## config.mk

```make
export PLATFORM = sky130hd
export DESIGN_NAME = sargantana_icache_mem_ctrl
export DESIGN_NICKNAME = d
export VERILOG_FILES = /design/src/rtl/sargantana_icache_mem_ctrl.sv
export SDC_FILE = /design/constraint.sdc
export NUM_CORES = 1
export LEC_CHECK = 0
export CORE_AREA = 2 2 235 237
export DETAILED_ROUTE_END_ITERATION = 10
export DIE_AREA = 0 0 237 239
export HOLD_SLACK_MARGIN = 0.06
export PLACE_DENSITY = 0.3
export SLEW_MARGIN = 5
export SYNTH_ARGS = -nofsm -noshare
export SYNTH_HDL_FRONTEND = slang
export SYNTH_SLANG_ARGS = --single-unit
```

## constraint.sdc

```tcl
create_clock -name clk_i -period 2 [get_ports clk_i]
set_input_delay 0.2 -clock clk_i [delete_from_list [all_inputs] [get_ports clk_i]]
set_output_delay 0.2 -clock clk_i [all_outputs]
set_load 0.01 [all_outputs]
```

## src/rtl/sargantana_icache_mem_ctrl.sv

```systemverilog
// rtl/sargantana_icache_mem_ctrl.sv - icache tag/data memory port arbiter with set-by-set flush walk
// Optional: SARGANTANA_ICACHE_FLUSH_ON_RESET_EN starts a full invalidate walk out of reset.
module sargantana_icache_mem_ctrl #(
  parameter int ICACHE_N_WAY = 4,
  parameter int TAG_DEPTH    = 64,
  parameter int ADDR_WIDHT   = $clog2(TAG_DEPTH),
  parameter int TAG_WIDHT    = 20,
  parameter int WAY_WIDHT    = 256,
  parameter int STARVE_LIMIT = 4
) (
  input  logic                    clk_i,
  input  logic                    rst_i,
  input  logic                    lu_valid_i,
  input  logic [ADDR_WIDHT-1:0]   lu_addr_i,
  output logic                    lu_ready_o,
  output logic                    lu_rvalid_o,
  input  logic                    rf_valid_i,
  input  logic [ADDR_WIDHT-1:0]   rf_addr_i,
  input  logic [ICACHE_N_WAY-1:0] rf_way_i,
  input  logic [TAG_WIDHT-1:0]    rf_tag_i,
  input  logic [WAY_WIDHT-1:0]    rf_line_i,
  output logic                    rf_ready_o,
  input  logic                    flush_i,
  output logic                    flush_busy_o,
  output logic                    flush_done_o,
  output logic [ICACHE_N_WAY-1:0] mem_tag_req_o,
  output logic [ICACHE_N_WAY-1:0] mem_data_req_o,
  output logic                    mem_tag_we_o,
  output logic                    mem_data_we_o,
  output logic                    mem_flush_en_o,
  output logic                    mem_valid_bit_o,
  output logic [ADDR_WIDHT-1:0]   mem_addr_o,
  output logic [TAG_WIDHT-1:0]    mem_tag_o,
  output logic [WAY_WIDHT-1:0]    mem_cline_o
);

  localparam int SCNT_W = $clog2(STARVE_LIMIT + 1);

  typedef enum logic {IDLE, FLUSH} state_t;

`ifdef SARGANTANA_ICACHE_FLUSH_ON_RESET_EN
  localparam state_t RST_STATE = FLUSH;
`else
  localparam state_t RST_STATE = IDLE;
`endif

  state_t                r_state, w_state_nxt;
  logic                  r_flush_pend, w_flush_pend_nxt;
  logic [ADDR_WIDHT-1:0] r_fcnt, w_fcnt_nxt;
  logic [SCNT_W-1:0]     r_scnt, w_scnt_nxt;
  logic                  r_lu_rvalid, r_flush_done;
  logic                  w_lu_grant, w_rf_grant, w_walk_last;

  always_ff @(posedge clk_i) begin
    if (rst_i) begin
      r_state      <= RST_STATE;
      r_flush_pend <= 1'b0;
      r_fcnt       <= '0;
      r_scnt       <= '0;
      r_lu_rvalid  <= 1'b0;
      r_flush_done <= 1'b0;
    end else begin
      r_state      <= w_state_nxt;
      r_flush_pend <= w_flush_pend_nxt;
      r_fcnt       <= w_fcnt_nxt;
      r_scnt       <= w_scnt_nxt;
      r_lu_rvalid  <= w_lu_grant;
      r_flush_done <= w_walk_last;
    end
  end

  always_comb begin
    w_state_nxt      = r_state;
    w_flush_pend_nxt = r_flush_pend;
    w_fcnt_nxt       = r_fcnt;
    w_scnt_nxt       = r_scnt;
    w_lu_grant       = 1'b0;
    w_rf_grant       = 1'b0;
    w_walk_last      = 1'b0;
    mem_tag_req_o    = '0;
    mem_data_req_o   = '0;
    mem_tag_we_o     = 1'b0;
    mem_data_we_o    = 1'b0;
    mem_flush_en_o   = 1'b0;
    mem_valid_bit_o  = 1'b0;
    mem_addr_o       = '0;
    mem_tag_o        = '0;
    mem_cline_o      = '0;
    if (!rst_i) begin
      case (r_state)
        FLUSH: begin
          mem_tag_req_o  = '1;
          mem_tag_we_o   = 1'b1;
          mem_flush_en_o = 1'b1;
          mem_addr_o     = r_fcnt;
          w_fcnt_nxt     = r_fcnt + 1'b1;
          if (r_fcnt == ADDR_WIDHT'(TAG_DEPTH - 1)) begin
            w_walk_last = 1'b1;
            w_state_nxt = IDLE;
          end
        end
        default: begin
          // A pending flush blocks grants; a fresh flush_i still lets this cycle's winner through.
          if (!r_flush_pend) begin
            if (lu_valid_i && (!rf_valid_i || r_scnt == SCNT_W'(STARVE_LIMIT))) begin
              w_lu_grant = 1'b1;
            end else if (rf_valid_i) begin
              w_rf_grant = 1'b1;
            end
          end
          if (w_lu_grant) begin
            mem_tag_req_o  = '1;
            mem_data_req_o = '1;
            mem_addr_o     = lu_addr_i;
            w_scnt_nxt     = '0;
          end
          if (w_rf_grant) begin
            mem_tag_req_o   = rf_way_i;
            mem_data_req_o  = rf_way_i;
            mem_tag_we_o    = 1'b1;
            mem_data_we_o   = 1'b1;
            mem_valid_bit_o = 1'b1;
            mem_addr_o      = rf_addr_i;
            mem_tag_o       = rf_tag_i;
            mem_cline_o     = rf_line_i;
            if (!lu_valid_i) begin
              w_scnt_nxt = '0;
            end else if (r_scnt != SCNT_W'(STARVE_LIMIT)) begin
              w_scnt_nxt = r_scnt + 1'b1;
            end
          end
          if (r_flush_pend || flush_i) begin
            w_state_nxt      = FLUSH;
            w_fcnt_nxt       = '0;
            w_flush_pend_nxt = 1'b0;
          end
        end
      endcase
    end
  end

  assign lu_ready_o   = w_lu_grant;
  assign rf_ready_o   = w_rf_grant;
  assign lu_rvalid_o  = r_lu_rvalid;
  assign flush_done_o = r_flush_done;
  assign flush_busy_o = r_flush_pend | (r_state == FLUSH);

endmodule

```

==> key figures, run 1 <==
Setup path
  • CP Data Required Time: ~1.8 ns
  • Worst path cell trace: inv_2 -> ha_4 -> nand3_4 -> and3_4 -> clkbuf_16 -> buf_6 -> buf_8 -> buf_16 -> and2_1 -> buf_2
  • CP arrival: about 2.0 ns
  • R2r worst-path depth: 8
  • CP Capture Type: primary output
  • Slowest cell on the critical path: dfxtp_2
  • Critical Path Fanout Max: 12
  • Max incr delay on CP: 0.31 ns
  • CP Launch Type: flip-flop
  • CP Class: flip-flop to primary output

Layout
  • Share of layout cells above drive strength 1: 0.547
  • Commonest non-fill, non-tap cells in the layout: 299 x clkdlybuf4s50_1, 222 x buf_6, 189 x and2_4, 91 x and2_1, 43 x buf_2
  • Commonest non-fill, non-tap cell in the layout: clkdlybuf4s50_1
  • Layout area overhead: 317%
  • Final cell count without fillers: between 1,500 and 2,000
  • Layout Nets: between 1,000 and 1,500

Power
  • Power, Total: 2690 uW
  • Leak: between 0.005 and 0.006 uW
  • Power Density: ~230 nW/um2
  • Max IR drop VDD: 0.209 mV

Die
  • Core area: between 50,000 and 60,000 um2
  • Row cnt: 86
  • I/O pin cnt: 596
  • Die width: 237 um
  • Chip height: 239 um
  • DIE AREA: 56,600 um2
  • Starting Density: 0.0511

STA
  • Max Freq: approximately 460 MHz
  • Slew Limit Headroom: 0.822
  • Setup tns final: -14.66 ns
  • Min Tclk post-route: around 2.2 ns
  • Setup ws final: -0.168 ns
  • Final Cycle Share: 1.08
  • Final Hold Violating Endpoints: 0
  • RSZ-0062 raised after global routing: yes
  • Final setup viols: ~180
  • Setup Skew: between 0.0015 and 0.002 ns
  • Fin. max-slew vios: 0
  • Actual slew at the worst max-slew pin: 0.266 ns
  • WHS: between 0.5 and 0.6 ns

Clock network
  • Maximum root-to-sink buffer count: 2
  • H-tree Lvls: 1
  • Post-CTS Hold Buffers: 0
  • Clk Latency, worst-skew pair: between 0.2 and 0.25 ns
  • Clock sinks: 12
  • CTS tree: built
  • CTS root buffer: clkbuf_16
  • CTS Buf Count: 3
  • Reg clk slew, reported paths: roughly 0.04 ns

GRT
  • Global-route wire length before repair: roughly 45 mm
  • Vias in the first global route: between 5,000 and 6,000
  • Largest net degree at the start of global routing: 49
  • Gr ovfl total: 0
  • Initial antenna violation count: 29
  • GRT Util Overall: 0.111

Route
  • Drt wl/cell: 20.3 um
  • Vias/cell: around 3.1
  • DRC viols: 0
  • Vias: approximately 5,600
  • First DRT Iteration DRCs: between 100 and 150
  • Post-DRT Antenna Nets: 0
  • Router iterations before antenna repair: 4
  • Routed Wire Length: about 37 mm

Logic synthesis
  • Post-Syn Nets: between 700 and 800
  • Yosys cell types: 37
  • EDFF count, synth: 0
  • Sequential element share of the synthesized area: 0.0866
  • Synth warn: 0
  • #FFs+latches synth: 12
  • Mapped cell area: ~2800 um2
  • Post-synthesis instance total: a little over 400
  • Synth Flop Type: dfxtp_1
  • Post-Syn Area per Cell: ~6.7 um2
  • Fraction of registers with async set/reset: 0

Placed design
  • Dpl ws: -0.364 ns
  • DP Cell Count: around 1,700
  • Number of port buffers: roughly 600
  • Placed wire-length estimate: just over 30 mm
  • Routability cong.: 0.746

Worst hold path
  • Hold depth: 2
  • Hold Crit Class: flip-flop to flip-flop

Status
  • Status: complete, but fails checks
  • Failing checks: setup timing

Flow run
  • Number of max-cap violations: 0
routing by layer:
metal / share of wire / up-vias / GRT usage
met2: 0.54 / 402 / 0.224
met1: 0.35 / 2553 / 0.114
li1: - / 2636 / -
met4: 0.011 / 4 / 0.00230
met3: 0.099 / 52 / 0.0419
met5: 0.00063 / - / 0
power breakdown:
| group | internal [uW] | switching [uW] |
|---|---|---|
| Sequential | 249 | 9.65 |
| Combinational | 1350 | 677 |
| Clock | 302 | 106 |
per-stage QoR:
stage	instance area [um2]	util
after floorplan	2780	-
after global placement	9790	0.180
after detailed placement	9790	0.180
after CTS	10100	0.185
after global routing	11500	0.213
final	11600	0.213
critical path, delay by kind of cell (launching register included):
kind	cells	cell delay, ns
fa+ha+maj	1	0.15
flops	1	0.31
simple gates	3	0.48
buf+inv	6	0.78
registers in the layout (all words and copies together), names as in the netlist:
register / flops
flush_done_o: 1
lu_rvalid_o: 1
r_fcnt: 6
r_scnt: 3
r_state: 1
timing repair:
action,4_1_cts,5_1_grt
setup endpoints to repair,292,276
hold endpoints to repair,0,0
buffers inserted,15,48
cloned,6,20
pin swaps,5,145
resized for setup,260,1076
Yosys cell counts (3+ instances only):
library cell / count / area share
a21oi_1: 16 / 0.029
and2_1: 280 / 0.63
buf_2: 4 / 0.0072
nor3_1: 3 / 0.0054
clkbuf_1: 20 / 0.027
ha_1: 3 / 0.014
inv_1: 4 / 0.0054
nor2_1: 7 / 0.0095
a211oi_1: 3 / 0.0081
nand3_1: 4 / 0.0072
a221o_1: 4 / 0.014
buf_6: 14 / 0.057
dfxtp_1: 12 / 0.087
nand2_1: 9 / 0.012
cell type report:
cell class / count / area [um2]
Sequential cell: 12 / 243
Tap cell: 704 / 881
Timing Repair Buffer: 710 / 7560
Multi-Input combinational cell: 356 / 2760
Antenna cell: 6 / 15.0
Clock buffer: 4 / 88.8
Inverter: 4 / 15.0
Fill cell: 6072 / 42800
path summary, 6_finish.rpt:
kind | start | slack, ns | to
setup / recovery | r_scnt[0]$_SDFFE_PP0N_ | -0.17 | mem_cline_o[43]
setup reg to reg | r_scnt[0]$_SDFFE_PP0N_ | 0.46 | r_scnt[0]$_SDFFE_PP0N_
hold / removal | r_fcnt[5]$_SDFFE_PP0P_ | 0.50 | r_fcnt[5]$_SDFFE_PP0P_
hold reg to reg | r_fcnt[5]$_SDFFE_PP0P_ | 0.50 | r_fcnt[5]$_SDFFE_PP0P_
kinds of logic (layout without fill, tap and decap cells):
group                    after synthesis  in the layout  synth area share
AO/OA/AOI/OAI                         35             35            0.0902
XOR/XNOR                               1              1           0.00316
adder cells (fa/ha/maj)                3              3            0.0135
buffers and inverters                 44            718             0.102
flip-flops                            12             12            0.0866
other                                  0              6                 0
AND/OR/NAND/NOR                      317            317             0.705
No activity file was read; power rests on OpenSTA's default activity.
==> run 2, diff against run 1 <==
--- a/config.mk
+++ b/config.mk
@@ -10,6 +10,7 @@
 export DIE_AREA = 0 0 237 239
 export HOLD_SLACK_MARGIN = 0.06
 export PLACE_DENSITY = 0.3
+export SKIP_LAST_GASP = 1
 export SLEW_MARGIN = 5
 export SYNTH_ARGS = -nofsm -noshare
 export SYNTH_HDL_FRONTEND = slang
==> run 2 against run 1 <==
Against the previous run:
- critical path type unchanged
- combinational power about the same
- the run still ends with setup timing left
- total power fell by 1.2%
- largest cell class unchanged
- first-iteration DRC count grew 14%
==> key figures, run 2 (same netlist as run 1, synthesis figures left out) <==
Layout
  • Final cell count without fillers: 1,797 (was 1,796)
  • Layout Nets: 1,385 (was 1,387)
  • Register Area: 243 um2 (unchanged)
  • Biggest registers after layout: r_fcnt: 6 flops, r_scnt: 3 flops (unchanged)
  • Commonest non-fill, non-tap cells in the layout: 299 x clkdlybuf4s50_1, 204 x buf_6, 176 x and2_4, 104 x and2_1, 52 x dlymetal6s2s_1 (was 299 x clkdlybuf4s50_1, 222 x buf_6, 189 x and2_4, 91 x and2_1, 43 x buf_2)
  • Commonest non-fill, non-tap cell in the layout: clkdlybuf4s50_1 (unchanged)
  • Design Area, Final: 11,600 um2 (about the same)
  • Filler cells: 6,054 (was 6,072)
  • Biggest register: r_fcnt (unchanged)
  • Area of the multi-input gates: 2730 um2 (was 2760 um2)
  • Share of layout cells above drive strength 1: 0.509 (was 0.547)
  • Layout area overhead: 318% (was 317%)
  • Number of flip-flops in the largest register: 6 (unchanged)

Flow run
  • Number of max-cap violations: 0 (unchanged)

GRT
  • Largest net degree at the start of global routing: 49 (unchanged)
  • GRT Util Overall: 0.112 (was 0.111)
  • Initial antenna violation count: 29 (unchanged)
  • Vias in the first global route: 5,561 (was 5,565)
  • Gr ovfl total: 0 (unchanged)
  • Global-route wire length before repair: 44.6 mm (about the same)

Setup path
  • CP Data Required Time: 1.80 ns (about the same)
  • CP Class: flip-flop to primary output (unchanged)
  • CP Capture Type: primary output (unchanged)
  • CP arrival: 1.98 ns (was 1.97 ns)
  • Critical Path Fanout Max: 12 (unchanged)
  • CP Launch Type: flip-flop (unchanged)

Clock network
  • H-tree Lvls: 1 (unchanged)
  • CTS root buffer: clkbuf_16 (unchanged)
  • Post-CTS Hold Buffers: 0 (unchanged)
  • Reg clk slew, reported paths: 0.04 ns (about the same)
  • Maximum root-to-sink buffer count: 2 (unchanged)
  • Clock sinks: 12 (unchanged)
  • CTS Buf Count: 3 (unchanged)
  • Clk Latency, worst-skew pair: 0.24 ns (about the same)
  • CTS tree: built (unchanged)

Placed design
  • Placed wire-length estimate: 30.4 mm (unchanged)
  • Routability cong.: 0.746 (unchanged)
  • Placed Area: 9790 um2 (unchanged)
  • Number of port buffers: 595 (unchanged)
  • DP Cell Count: 1,703 (unchanged)

STA
  • Max Freq: 460 MHz (was 461 MHz)
  • RSZ-0062 raised after global routing: yes (unchanged)
  • Setup Skew: 0.00110 ns (was 0.00169 ns)
  • Slew Limit Headroom: 0.799 (was 0.822)
  • Setup ws final: -0.176 ns (was -0.168 ns)
  • Final Cycle Share: 1.09 (was 1.08)
  • Min Tclk post-route: 2.18 ns (was 2.17 ns)
  • Final Hold Violating Endpoints: 0 (unchanged)
  • Final setup viols: 188 (was 181)
  • Actual slew at the worst max-slew pin: 0.301 ns (was 0.266 ns)
  • Fin. max-slew vios: 0 (unchanged)

Route
  • First DRT Iteration DRCs: 144 (was 126)
  • Vias: 5,620 (was 5,647)
  • Vias/cell: 3.13 (was 3.14)
  • Post-DRT Antenna Nets: 0 (unchanged)
  • Routed Wire Length: 36.2 mm (was 36.5 mm)
  • Drt wl/cell: 20.2 um (was 20.3 um)
  • Router iterations before antenna repair: 4 (unchanged)
  • DRC viols: 0 (unchanged)

Power
  • Max IR drop VDD: 0.206 mV (was 0.209 mV)
  • Leak: 0.00585 uW (was 0.00549 uW)
  • Power Density: 229 nW/um2 (was 233 nW/um2)
  • Power, Total: 2660 uW (was 2690 uW)

Die
  • I/O pin cnt: 596 (unchanged)
  • Row cnt: 86 (unchanged)
  • Die width: 237 um (unchanged)
  • Chip height: 239 um (unchanged)
  • Core area: 54,300 um2 (unchanged)
  • DIE AREA: 56,600 um2 (unchanged)
  • Starting Density: 0.0511 (unchanged)

Status
  • Status: complete, but fails checks (unchanged)
  • Failing checks: setup timing (unchanged)

Worst hold path
  • Hold Crit Class: flip-flop to flip-flop (unchanged)
## run 2: cell count changes in the layout (fill, tap and decap cells not counted), sizes merged
cell          delta
dlymetal6s2s    +27
buf             -28
clkbuf           -1
diode            +3
## run 2: layout make-up
cell class	instances	share of cell area
Multi-Input combinational cell	356	0.235
Clock buffer	4	0.00766
Tap cell	704	0.0759
Inverter	4	0.00129
Timing Repair Buffer	708	0.657
Antenna cell	9	0.00194
Sequential cell	12	0.0209
## run 2: per-layer routing
| layer | GRT usage | routed length [um] |
|---|---|---|
| met5 | 0 | 23 |
| met4 | 0.00230 | 315 |
| met3 | 0.0428 | 3780 |
| met2 | 0.224 | 19800 |
| met1 | 0.114 | 12400 |
## run 2: path summary, 6_finish.rpt
kind | slack, ns | end | depth (start not counted) | from
setup / recovery | -0.18 | mem_cline_o[57] | 10 | r_scnt[0]$_SDFFE_PP0N_
hold / removal | 0.51 | r_fcnt[5]$_SDFFE_PP0P_ | 2 | r_fcnt[5]$_SDFFE_PP0P_
setup reg to reg | 0.44 | r_scnt[0]$_SDFFE_PP0N_ | 8 | r_scnt[0]$_SDFFE_PP0N_
hold reg to reg | 0.51 | r_fcnt[5]$_SDFFE_PP0P_ | 2 | r_fcnt[5]$_SDFFE_PP0P_
## run 2: critical path: stages, from the launching register on
cell	delay, ns
dfxtp_2	0.31
inv_2	0.07
ha_4	0.15
nand3_4	0.06
and3_4	0.25
clkbuf_16	0.19
buf_6	0.12
buf_8	0.12
buf_16	0.14
and2_1	0.15
dlymetal6s2s_1	0.17
## run 2: what timing repair did
action	in CTS	in global routing
hold endpoints to repair	0	0
gates cloned	6	19
gates resized for setup	168	1048
pin swaps	5	141
setup buffers	15	48
setup endpoints to repair	292	292
## run 2: through the flow
stage | setup TNS (ns) | setup WS (ns) | hold slack, ns | util
after global placement | -84.73 | -0.386 | 0.497 | 0.180
final | -15.64 | -0.176 | 0.505 | 0.213
after CTS | -109.22 | -0.514 | 0.511 | 0.187
after detailed placement | -78.39 | -0.364 | 0.504 | 0.180
after floorplan | 0 | 0.343 | 0.375 | -
after global routing | -35.60 | -0.264 | 0.526 | 0.213
## run 2: power breakdown
group	leakage, uW	internal, uW	switching (uW)
sequential	0.0000987	249	9.76
clock	0.0000442	302	103
combinational	0.00571	1330	666
total	0.00585	1880	779
